### src/rtl/mp_add_pkg.sv
// Shared definitions for the multi-precision add sequencer: word width, FSM encoding and
// the index-width helper.
package mp_add_pkg;

  localparam int unsigned WORD_W = 16;

  typedef enum logic [1:0] {
    StIdle = 2'd0,
    StRun  = 2'd1,
    StDone = 2'd2
  } state_e;

  // Minimum of 1 so a word index always has at least one bit.
  function automatic int unsigned clog2(input int unsigned v);
    int unsigned r;
    r = 0;
    for (int i = 0; i < 32; i++) begin
      if ((32'd1 << i) < v) r = i + 1;
    end
    return (r == 0) ? 1 : r;
  endfunction

endpackage

### src/rtl/mp_add_sequencer_if.sv
// Operand/result handshake bundle for mp_add_sequencer; the sub signal only exists when
// MP_ADD_SUBTRACT_EN is defined.
interface mp_add_sequencer_if #(
  parameter int unsigned WORDS = 4
);
  import mp_add_pkg::*;

  localparam int unsigned N = WORD_W * WORDS;

  logic         in_valid;
  logic         in_ready;
  logic [N-1:0] op_a;
  logic [N-1:0] op_b;
  logic         cin;
`ifdef MP_ADD_SUBTRACT_EN
  logic         sub;
`endif
  logic         out_valid;
  logic         out_ready;
  logic [N-1:0] sum;
  logic         cout;
  logic         ovf;
  logic         busy;

  modport master (
`ifdef MP_ADD_SUBTRACT_EN
    output sub,
`endif
    output in_valid, op_a, op_b, cin, out_ready,
    input  in_ready, out_valid, sum, cout, ovf, busy
  );

  modport slave (
`ifdef MP_ADD_SUBTRACT_EN
    input  sub,
`endif
    input  in_valid, op_a, op_b, cin, out_ready,
    output in_ready, out_valid, sum, cout, ovf, busy
  );

endinterface

### src/rtl/mp_add_sequencer_csa.sv
// 16-bit carry-select adder: low half ripples, high half is precomputed for both carries
// and selected by the low-half carry out.
module mp_add_sequencer_csa
  import mp_add_pkg::*;
(
  input  logic [WORD_W-1:0] i_a,
  input  logic [WORD_W-1:0] i_b,
  input  logic              i_c,
  output logic [WORD_W-1:0] o_s,
  output logic              o_c
);
  localparam int unsigned HalfW = WORD_W / 2;

  logic [HalfW:0] w_lo;
  logic [HalfW:0] w_hi0;
  logic [HalfW:0] w_hi1;
  logic [HalfW:0] w_hi;

  assign w_lo  = {1'b0, i_a[HalfW-1:0]} + {1'b0, i_b[HalfW-1:0]} + {{HalfW{1'b0}}, i_c};
  assign w_hi0 = {1'b0, i_a[WORD_W-1:HalfW]} + {1'b0, i_b[WORD_W-1:HalfW]};
  assign w_hi1 = {1'b0, i_a[WORD_W-1:HalfW]} + {1'b0, i_b[WORD_W-1:HalfW]} + (HalfW + 1)'(1);
  assign w_hi  = w_lo[HalfW] ? w_hi1 : w_hi0;

  assign o_s = {w_hi[HalfW-1:0], w_lo[HalfW-1:0]};
  assign o_c = w_hi[HalfW];

endmodule

### src/rtl/mp_add_sequencer.sv
// Multi-precision adder: runs one shared 16-bit adder over WORDS cycles, LS word first.
// Define MP_ADD_SUBTRACT_EN to add the sub input (A - B via inverted B and forced carry-in).
module mp_add_sequencer
  import mp_add_pkg::*;
#(
  parameter int unsigned WORDS = 4
) (
  input logic               clk,
  input logic               rst,
  mp_add_sequencer_if.slave bus
);
  localparam int unsigned N    = WORD_W * WORDS;
  localparam int unsigned IdxW = clog2(WORDS);
  localparam logic [IdxW-1:0] LastIdx = IdxW'(WORDS - 1);

  state_e            r_state;
  logic [N-1:0]      r_a;
  logic [N-1:0]      r_b;
  logic [N-1:0]      r_sum;
  logic [IdxW-1:0]   r_idx;
  logic              r_carry;
  logic              r_cout;
  logic              r_ovf;
  logic              r_out_valid;
  logic              r_busy;

  logic [WORD_W-1:0] w_a_word;
  logic [WORD_W-1:0] w_b_word;
  logic [WORD_W-1:0] w_b_eff;
  logic [WORD_W-1:0] w_s;
  logic              w_c;
  logic              w_in_ready;
  logic              w_accept;
  logic              w_carry_in;

  assign w_a_word = r_a[r_idx*WORD_W +: WORD_W];
  assign w_b_word = r_b[r_idx*WORD_W +: WORD_W];

`ifdef MP_ADD_SUBTRACT_EN
  logic r_sub;
  assign w_b_eff    = r_sub ? ~w_b_word : w_b_word;
  assign w_carry_in = bus.sub | bus.cin;
`else
  assign w_b_eff    = w_b_word;
  assign w_carry_in = bus.cin;
`endif

  // In DONE the slot frees up in the same cycle the consumer takes the result.
  assign w_in_ready = (r_state == StIdle) || ((r_state == StDone) && bus.out_ready);
  assign w_accept   = bus.in_valid && w_in_ready;

  mp_add_sequencer_csa u_csa (
    .i_a (w_a_word),
    .i_b (w_b_eff),
    .i_c (r_carry),
    .o_s (w_s),
    .o_c (w_c)
  );

  always_ff @(posedge clk) begin
    if (rst) begin
      r_state     <= StIdle;
      r_a         <= '0;
      r_b         <= '0;
      r_sum       <= '0;
      r_idx       <= '0;
      r_carry     <= 1'b0;
      r_cout      <= 1'b0;
      r_ovf       <= 1'b0;
      r_out_valid <= 1'b0;
      r_busy      <= 1'b0;
`ifdef MP_ADD_SUBTRACT_EN
      r_sub       <= 1'b0;
`endif
    end else if (w_accept) begin
      r_a         <= bus.op_a;
      r_b         <= bus.op_b;
      r_carry     <= w_carry_in;
      r_idx       <= '0;
      r_state     <= StRun;
      r_busy      <= 1'b1;
      r_out_valid <= 1'b0;
`ifdef MP_ADD_SUBTRACT_EN
      r_sub       <= bus.sub;
`endif
    end else begin
      unique case (r_state)
        StIdle: ;
        StRun: begin
          r_sum[r_idx*WORD_W +: WORD_W] <= w_s;
          r_carry <= w_c;
          if (r_idx == LastIdx) begin
            r_cout      <= w_c;
            r_ovf       <= (w_a_word[WORD_W-1] == w_b_eff[WORD_W-1]) &&
                           (w_s[WORD_W-1] != w_a_word[WORD_W-1]);
            r_state     <= StDone;
            r_out_valid <= 1'b1;
            r_busy      <= 1'b0;
          end else begin
            r_idx <= r_idx + IdxW'(1);
          end
        end
        StDone: begin
          if (bus.out_ready) begin
            r_out_valid <= 1'b0;
            r_state     <= StIdle;
          end
        end
        default: r_state <= StIdle;
      endcase
    end
  end

  assign bus.in_ready  = w_in_ready;
  assign bus.out_valid = r_out_valid;
  assign bus.sum       = r_sum;
  assign bus.cout      = r_cout;
  assign bus.ovf       = r_ovf;
  assign bus.busy      = r_busy;

endmodule

### src/flat_wrapper.sv
// flat-port wrapper written by rule: the top's interface ports become plain ports
module mp_add_sequencer_flat import mp_add_pkg::*;
#(
  parameter int unsigned WORDS = 4
)
  (clk, rst, bus_in_valid, bus_op_a, bus_op_b, bus_cin, bus_out_ready, bus_in_ready, bus_out_valid, bus_sum, bus_cout, bus_ovf, bus_busy);
  mp_add_sequencer_if #(.WORDS(WORDS)) bus_i ();
  input logic clk;
  input logic rst;
  input wire logic [$bits(bus_i.in_valid)-1:0] bus_in_valid;
  input wire logic [$bits(bus_i.op_a)-1:0] bus_op_a;
  input wire logic [$bits(bus_i.op_b)-1:0] bus_op_b;
  input wire logic [$bits(bus_i.cin)-1:0] bus_cin;
  input wire logic [$bits(bus_i.out_ready)-1:0] bus_out_ready;
  output wire logic [$bits(bus_i.in_ready)-1:0] bus_in_ready;
  output wire logic [$bits(bus_i.out_valid)-1:0] bus_out_valid;
  output wire logic [$bits(bus_i.sum)-1:0] bus_sum;
  output wire logic [$bits(bus_i.cout)-1:0] bus_cout;
  output wire logic [$bits(bus_i.ovf)-1:0] bus_ovf;
  output wire logic [$bits(bus_i.busy)-1:0] bus_busy;
  assign bus_i.in_valid = bus_in_valid;
  assign bus_i.op_a = bus_op_a;
  assign bus_i.op_b = bus_op_b;
  assign bus_i.cin = bus_cin;
  assign bus_i.out_ready = bus_out_ready;
  assign bus_in_ready = bus_i.in_ready;
  assign bus_out_valid = bus_i.out_valid;
  assign bus_sum = bus_i.sum;
  assign bus_cout = bus_i.cout;
  assign bus_ovf = bus_i.ovf;
  assign bus_busy = bus_i.busy;
  mp_add_sequencer #(.WORDS(WORDS)) u_core (.clk(clk), .rst(rst), .bus(bus_i));
endmodule
### config.mk
export PLATFORM = sky130hd
export DESIGN_NAME = mp_add_sequencer_flat
export DESIGN_NICKNAME = d
export VERILOG_FILES = /design/src/rtl/mp_add_pkg.sv /design/src/rtl/mp_add_sequencer_if.sv /design/src/rtl/mp_add_sequencer_csa.sv /design/src/rtl/mp_add_sequencer.sv /design/src/flat_wrapper.sv
export SDC_FILE = /design/constraint.sdc
export NUM_CORES = 1
export LEC_CHECK = 0
export BUFFER_PORTS_ARGS = -buffer_cell sky130_fd_sc_hd__buf_4
export CAP_MARGIN = 5
export CORE_ASPECT_RATIO = 0.75
export CORE_MARGIN = 2
export CORE_UTILIZATION = 32
export DETAILED_ROUTE_END_ITERATION = 8
export GPL_TIMING_DRIVEN = 0
export PLACE_DENSITY = 0.5
export REMOVE_ABC_BUFFERS = 1
export SLEW_MARGIN = 15
export SYNTH_ARGS = -nofsm -noshare
export SYNTH_HDL_FRONTEND = slang
export SYNTH_SLANG_ARGS = --single-unit
### constraint.sdc
create_clock -name clk -period 3.5 [get_ports clk]
set_clock_uncertainty 0.1 [all_clocks]
set_input_delay 0.35 -clock clk [delete_from_list [all_inputs] [get_ports clk]]
set_output_delay 0.35 -clock clk [all_outputs]
set_load 0.01 [all_outputs]
Word level (Yosys, flattened, before mapping) --
Cells that the tools add are included.
Storage, ports and cells: register bits after elaboration 201, bits in latches 0, memory bits (writable) 0, ROM bits 0, input bits 133, logic and storage cells 64, memories 0
Operators by class: $add $sub $neg 6, multipliers 0, div/mod/pow operators 0, magnitude comparators 0, equal/unequal tests 10, shift-type cells 4, multiplexer cells 14, bitwise operators 3, reduce and logical (&&, ||, !) cells 16
Operator list (count):
- $shiftx 64x7->16 | 2
- $bwmux 64 | 1
- $shift 16x34->64 const A | 1
- $shiftx 16x34->64 | 1
- $neg 6->34 | 1
- $add 8x8->9 | 2
- $reduce_and 3->1 | 4
- $add 9x1->9 | 1
- $add 9x1->9 const B | 1
- $mux 9 | 1
- $mux 1 | 8
- $pmux 2 s3 | 1
- $reduce_and 2->1 | 3
- $reduce_bool 2->1 | 3
- $eq 2x2->1 const B | 2
- $mux 2 | 2
- $ne 2x1->1 const B | 2
- $logic_and 1x1->1 | 3
- $ne 3x1->1 const B | 1
- $ne 3x2->1 const B | 1
- $not 1->1 | 3
- $add 2x1->2 const B | 1
- $eq 2x1->1 const B | 1
- $logic_not 2->1 | 1
- 6 further kinds | 6

Longest topological paths before layout --
word-level depth 6, depth in mapped cells 14, mapped depth without buffers 12

Hierarchy --
A second synthesis with hierarchy kept.
Second synthesis, totals: cells, all modules 1027, area, all modules 9673.0 um^2
Modules (own cells, without submodules):
- mp_add_sequencer | instances 1, cells each 935, area an instance 8873.5 um^2, seq. area each 4023.9 um^2
- mp_add_sequencer_csa | instances 1, cells each 92, area an instance 799.5 um^2, seq. area each 0.0 um^2

Worst setup path after synthesis --
OpenSTA, ideal clock, no wires.
path kind register -> register, start point register u_core.r_idx[0], end point register u_core.r_ovf, in the netlist u_core.bus.ovf, library setup time 120 ps, data arrival time 3439 ps, setup slack -159 ps, stages on the path, launching flop included 15, clock period less this slack 3659 ps, path through dfxtp_1 buf_2 buf_2 mux4_2 fa_1 inv_1 fa_1 nand2b_1 a21oi_1 o41a_1 nand4_1 nand3b_1 xnor2_2 nand3b_1 nand3_1
On the way: cells in the longest elaborated chain, start to end 6, elaborated cells on any way between the ends 12
RTL lines:
- start: declaration | line mp_add_sequencer.sv:20 | logic [IdxW-1:0] r_idx;
- start signal: assignment | line mp_add_sequencer.sv:100 | r_idx <= r_idx + IdxW'(1);
- $shiftx 64x7->16, on equally long branches | line mp_add_sequencer.sv:36, mp_add_sequencer.sv:37
- $add 8x8->9, on equally long branches | line mp_add_sequencer_csa.sv:20, mp_add_sequencer_csa.sv:21, mp_add_sequencer_csa.sv:19
- $add 9x1->9, on equally long branches | line mp_add_sequencer_csa.sv:21, mp_add_sequencer_csa.sv:19
- $mux 9 | line mp_add_sequencer_csa.sv:22 | assign w_hi = w_lo[HalfW] ? w_hi1 : w_hi0;
- $ne 1x1->1 | line mp_add_sequencer.sv:95 | (w_s[WORD_W-1] != w_a_word[WORD_W-1]);
- $logic_and 1x1->1 | line mp_add_sequencer.sv:94 | r_ovf <= (w_a_word[WORD_W-1] == w_b_eff[WORD_W-1]) &&
- end signal: assignment | line mp_add_sequencer.sv:94
- end: declaration | line mp_add_sequencer.sv:23 | logic r_ovf;
Several ways; a longest one is shown, not always the timed one. A chain may end at the register's enable or synchronous reset.

Final worst setup path --
Ends and elaborated chain as after synthesis.

==> flow_summary.rst <==
.. list-table::
   :header-rows: 1

   * - Metric
     - Value
   * - Run status
     - finished clean
   * - Maximum net fanout on the critical path
     - 14
   * - Count of cell types in the netlist
     - 43
   * - Endpoint kind of the worst setup timing path
     - register
   * - Worst slew margin
     - a little under two fifths
   * - Dominant register cell in the synthesized netlist
     - sky130_fd_sc_hd__dfxtp_1
   * - Seq cells post-synth
     - 201
   * - Worst setup path category
     - reg -> reg
   * - # Max-Cap Violations
     - 0
   * - Final setup viols
     - 0
   * - Maximum vdd ir drop
     - around 0.34 mV
   * - Yosys top cell area share
     - 47.1%
   * - Total iterations of the first detailed-routing run
     - 4
   * - Total clock buffers created by CTS
     - 22
   * - Initial DRC Count
     - around 410
   * - Global-route wire length before repair
     - ~40,000 microns
   * - Unrepaired setup endpoints after global routing
     - yes
   * - Netlist area before placement
     - roughly 8500 sq um
   * - Final-layout worst hold slack
     - roughly 0.014 ns
   * - NetSw
     - 1.43 mW
   * - Biggest area consumer among synthesized cells
     - sky130_fd_sc_hd__dfxtp_1
   * - Clock power frac
     - about two fifths
   * - Post-placement cell area
     - between 10,000 and 15,000 sq um
   * - Power Total
     - approximately 5.8 mW
   * - Register share of total power
     - between 40% and 50%
   * - Die Span X
     - 193 microns
   * - Internal Power
     - about 4.4 mW
   * - Worst min path class
     - in -> reg
   * - Number of primary I/O pins
     - approximately 200
   * - Total routed wirelength
     - around 26,000 microns
   * - Number of enable-type register cells in the synthesized netlist
     - 0
   * - Worst R2R End
     - u_core.bus.ovf
   * - Cell-by-cell listing of the critical path
     - buf_4, bufbuf_16, mux4_2, ha_2, o21ai_0, a21oi_1, nor4_1, nor3_4, nand3b_1, xnor2_4, nand3b_1, nand3_1
   * - Switching Fraction
     - 24.8%
   * - Cell count after synthesis
     - just under 1,000
   * - Slowest cell on the critical path
     - sky130_fd_sc_hd__mux4_2
   * - Placer's final routability congestion estimate
     - ~0.7
   * - Half-perimeter wire length after detailed placement
     - around 17,000 microns
   * - Antenna Nets Post-Route
     - 0
   * - Data arrival time of the critical path
     - 3.77 ns
   * - Count of buffers from port buffering
     - 201
   * - Number of antenna violations at the first check in global routing
     - 0
   * - Area growth from synthesis to layout
     - 48.3%
   * - Synth async-reset ratio
     - 0%
   * - Final critical path time including I/O delays and setup
     - approximately 3.5 ns
   * - CTS Sinks
     - approximately 200
   * - CTS tree
     - built
   * - Post-layout instance area
     - 12,700 sq um
   * - Capturing element of the worst setup path
     - u_core.bus.ovf
   * - Final nets
     - approximately 1,400
   * - Number of levels in the clock H-tree
     - 1
   * - Final routed wire length divided by cell count
     - about 16 microns
   * - Most prevalent standard cell on the critical path
     - sky130_fd_sc_hd__nand3b_1
   * - Full die area
     - about 28,000 sq um
   * - Number of vias in the routed layout
     - just under 8,000
   * - Number of global-route vias before repair
     - 7,374
   * - Worst reg2reg setup slack
     - 0.02 ns
   * - Vert. Die Dim
     - approximately 150 microns
   * - Length in cells of the worst reg-to-reg path
     - 12
   * - Number of antenna cells inserted
     - 0
   * - Vias per cell
     - 4.82
   * - Share of cells above drive strength 1
     - roughly a quarter
   * - P per Cell Area
     - about 460 nW/um^2
   * - Master cell of the clock root buffer
     - sky130_fd_sc_hd__clkbuf_16
   * - Starting utilization of the core area
     - between 30% and 40%
   * - Placeable core area
     - 26,100 sq um
   * - Average footprint of a synthesized cell
     - 8.83 sq um
   * - Pin count of the biggest net entering global routing
     - between 100 and 150
   * - Crit path largest cell delay
     - 0.53 ns
   * - Clock network latency to the later pin of the worst-skew pair
     - 0.50 ns
   * - Number of buffers on the longest clock path
     - 3
   * - Number of warnings issued by yosys
     - 0
   * - Main area contributors after synthesis
     - sky130_fd_sc_hd__dfxtp_1, sky130_fd_sc_hd__nand2_1, sky130_fd_sc_hd__mux4_2, sky130_fd_sc_hd__a21oi_1, sky130_fd_sc_hd__a22oi_1
   * - Final cell count without fillers
     - around 1,600
   * - Max Clk Rate
     - between 0.2 and 0.3 GHz
   * - Pre-CTS WS
     - -0.679 ns
   * - Crit path from
     - u_core.r_idx[0]
   * - P_leak
     - approximately 5.2 nW
   * - Placed cell count
     - about 1,500
   * - Remaining global-route overflow
     - 0
   * - Final max-slew violation count
     - 0
   * - Rows
     - between 50 and 60
   * - Residual DRC
     - 0
   * - Critical R2R Launch
     - u_core.r_idx[0]
   * - Crit path setup slack, layout
     - approximately 0.017 ns
   * - Proportion of power drawn by combinational gates
     - 15.9%
   * - Final Hold Fails
     - 0
   * - Global routing usage summed across all routing layers
     - between 10% and 20%
   * - Worst Setup Start Kind
     - register
   * - Final clock period utilization by the worst path
     - 99.5%
   * - Worst slew pin tran
     - roughly 0.93 ns
   * - Worst EP required
     - ~3.8 ns
   * - Portion of the post-synthesis area used by sequential elements
     - a little under half
   * - Clk slew on worst S/H paths
     - roughly 0.060 ns
==> synthesized netlist by cell type (all sizes together), types with 3 or more instances <==
cell / count
a21o: 3
a21oi: 141
a22oi: 64
buf: 16
clkbuf: 52
dfxtp: 201
fa: 3
ha: 22
inv: 13
mux4: 32
nand2: 273
nand2b: 5
nand3: 3
nand3b: 5
nor2: 77
nor2b: 3
nor3: 4
nor3b: 3
nor4b: 3
o21ai: 5
xnor2: 14
xor2: 4
==> final cells by class <==
type | instances | area (sq um)
inverters | 13 | 48.8
fillers | 2509 | 13400
well taps | 344 | 430
repair buffers | 341 | 3020
flip-flops and latches | 201 | 4030
clock inverters | 5 | 75.1
clock buffers | 34 | 688
multi-input cells | 684 | 4360
==> worst max-delay path: cells and delay by family (launching register included) <==
family	cells	cell delay (ns)
and+or+nand+nor	5	0.81
muxes	1	0.53
buffers and inverters	2	0.46
adders and majority gates	1	0.42
DFF	1	0.40
AOI/OAI and AO/OA	2	0.33
xor gates and xnor gates	1	0.30
==> power groups by stage <==
stage               Clock, mW  Sequential, mW  Combinational, mW
floorplan                   0            2.50              0.414
global placement            0            2.52              0.723
detailed placement          0            2.51              0.749
CTS                      2.49            2.45              0.895
global route             2.57            2.46               1.01
finish                   2.41            2.45              0.920
==> state kept, by name, indices dropped and copies added, names as in the netlist <==
name	cells
u_core.r_b	64
u_core.bus.out_valid	1
u_core.r_idx	2
u_core.bus.busy	1
u_core.bus.ovf	1
u_core.r_state	2
u_core.bus.cout	1
u_core.r_carry	1
u_core.bus.sum	64
u_core.r_a	64
==> layout by cell type (no fill, tap or decap), drive strengths merged, types with 2 or more instances in the layout <==
| cell | instances |
|---|---|
| nor2b | 3 |
| nor2 | 77 |
| nand2 | 273 |
| o21bai | 2 |
| nand2b | 5 |
| nor3b | 3 |
| nor3 | 4 |
| a21oi | 141 |
| a211oi | 2 |
| dlygate4sd3 | 112 |
| a22oi | 64 |
| nand3 | 3 |
| dfxtp | 201 |
| clkinv | 3 |
| bufinv | 2 |
| nor4 | 2 |
| fa | 3 |
| nor4b | 3 |
| inv | 13 |
| nand3b | 5 |
| xnor2 | 14 |
| o21ai | 5 |
| buf | 227 |
| or2 | 2 |
| xor2 | 4 |
| clkbuf | 35 |
| mux4 | 32 |
| a21o | 3 |
| ha | 22 |
==> worst min-delay path by stage <==
stage                   start         endpoint  slack [ns]  depth (start not counted)
2_1_floorplan             rst  u_core.bus.busy        0.32                          1
3_3_place_gp   u_core.r_a[15]   u_core.r_a[15]        0.34                          2
3_5_place_dp   u_core.r_a[61]   u_core.r_a[61]        0.34                          2
4_1_cts          bus_op_b[43]   u_core.r_b[43]       0.001                          3
5_1_grt          bus_op_b[28]   u_core.r_b[28]       0.006                          3
6_report         bus_op_b[43]   u_core.r_b[43]        0.01                          3
==> kinds of logic (layout without fill, tap and decap cells) <==
kind of cell | count (synthesis) | after routing | share of synthesized area (%)
AND/OR/NAND/NOR | 385 | 385 | 18.9
AO/OA/AOI/OAI | 223 | 223 | 15.7
flip-flops | 201 | 201 | 47.1
buffers and inverters | 81 | 393 | 3.80
multiplexers | 33 | 33 | 8.56
adder cells (fa/ha/maj) | 25 | 25 | 3.93
XOR/XNOR | 18 | 18 | 1.94
==> per-layer routing <==
layer  vias up  track usage [%]  share of wire, %
li1       3905                -                 -
met1      3722             26.3                49
met2       177             27.2                43
met3        22             4.41               6.4
met4         0             3.13               1.4
met5         -                0                 0
==> what timing repair did <==
| item | 4_1_cts | 5_1_grt |
|---|---|---|
| cloned | 1 | 1 |
| buffers inserted | 10 | 8 |
| setup endpoints to repair | 39 | 42 |
| endpoints found under the hold margin | 112 | 0 |
| gates resized for setup | 13 | 21 |
| hold buffers | 112 | 0 |
| pin swaps | 6 | 13 |
==> per-stage QoR <==
stage          util, %  setup TNS (ns)
4_1_cts           47.8               0
6_report          48.5               0
2_1_floorplan        -          -41.99
3_3_place_gp      39.1         -311.17
5_1_grt           48.5           -2.82
3_5_place_dp      39.8          -16.19
Note: power is estimated with default switching activity, not from simulation.
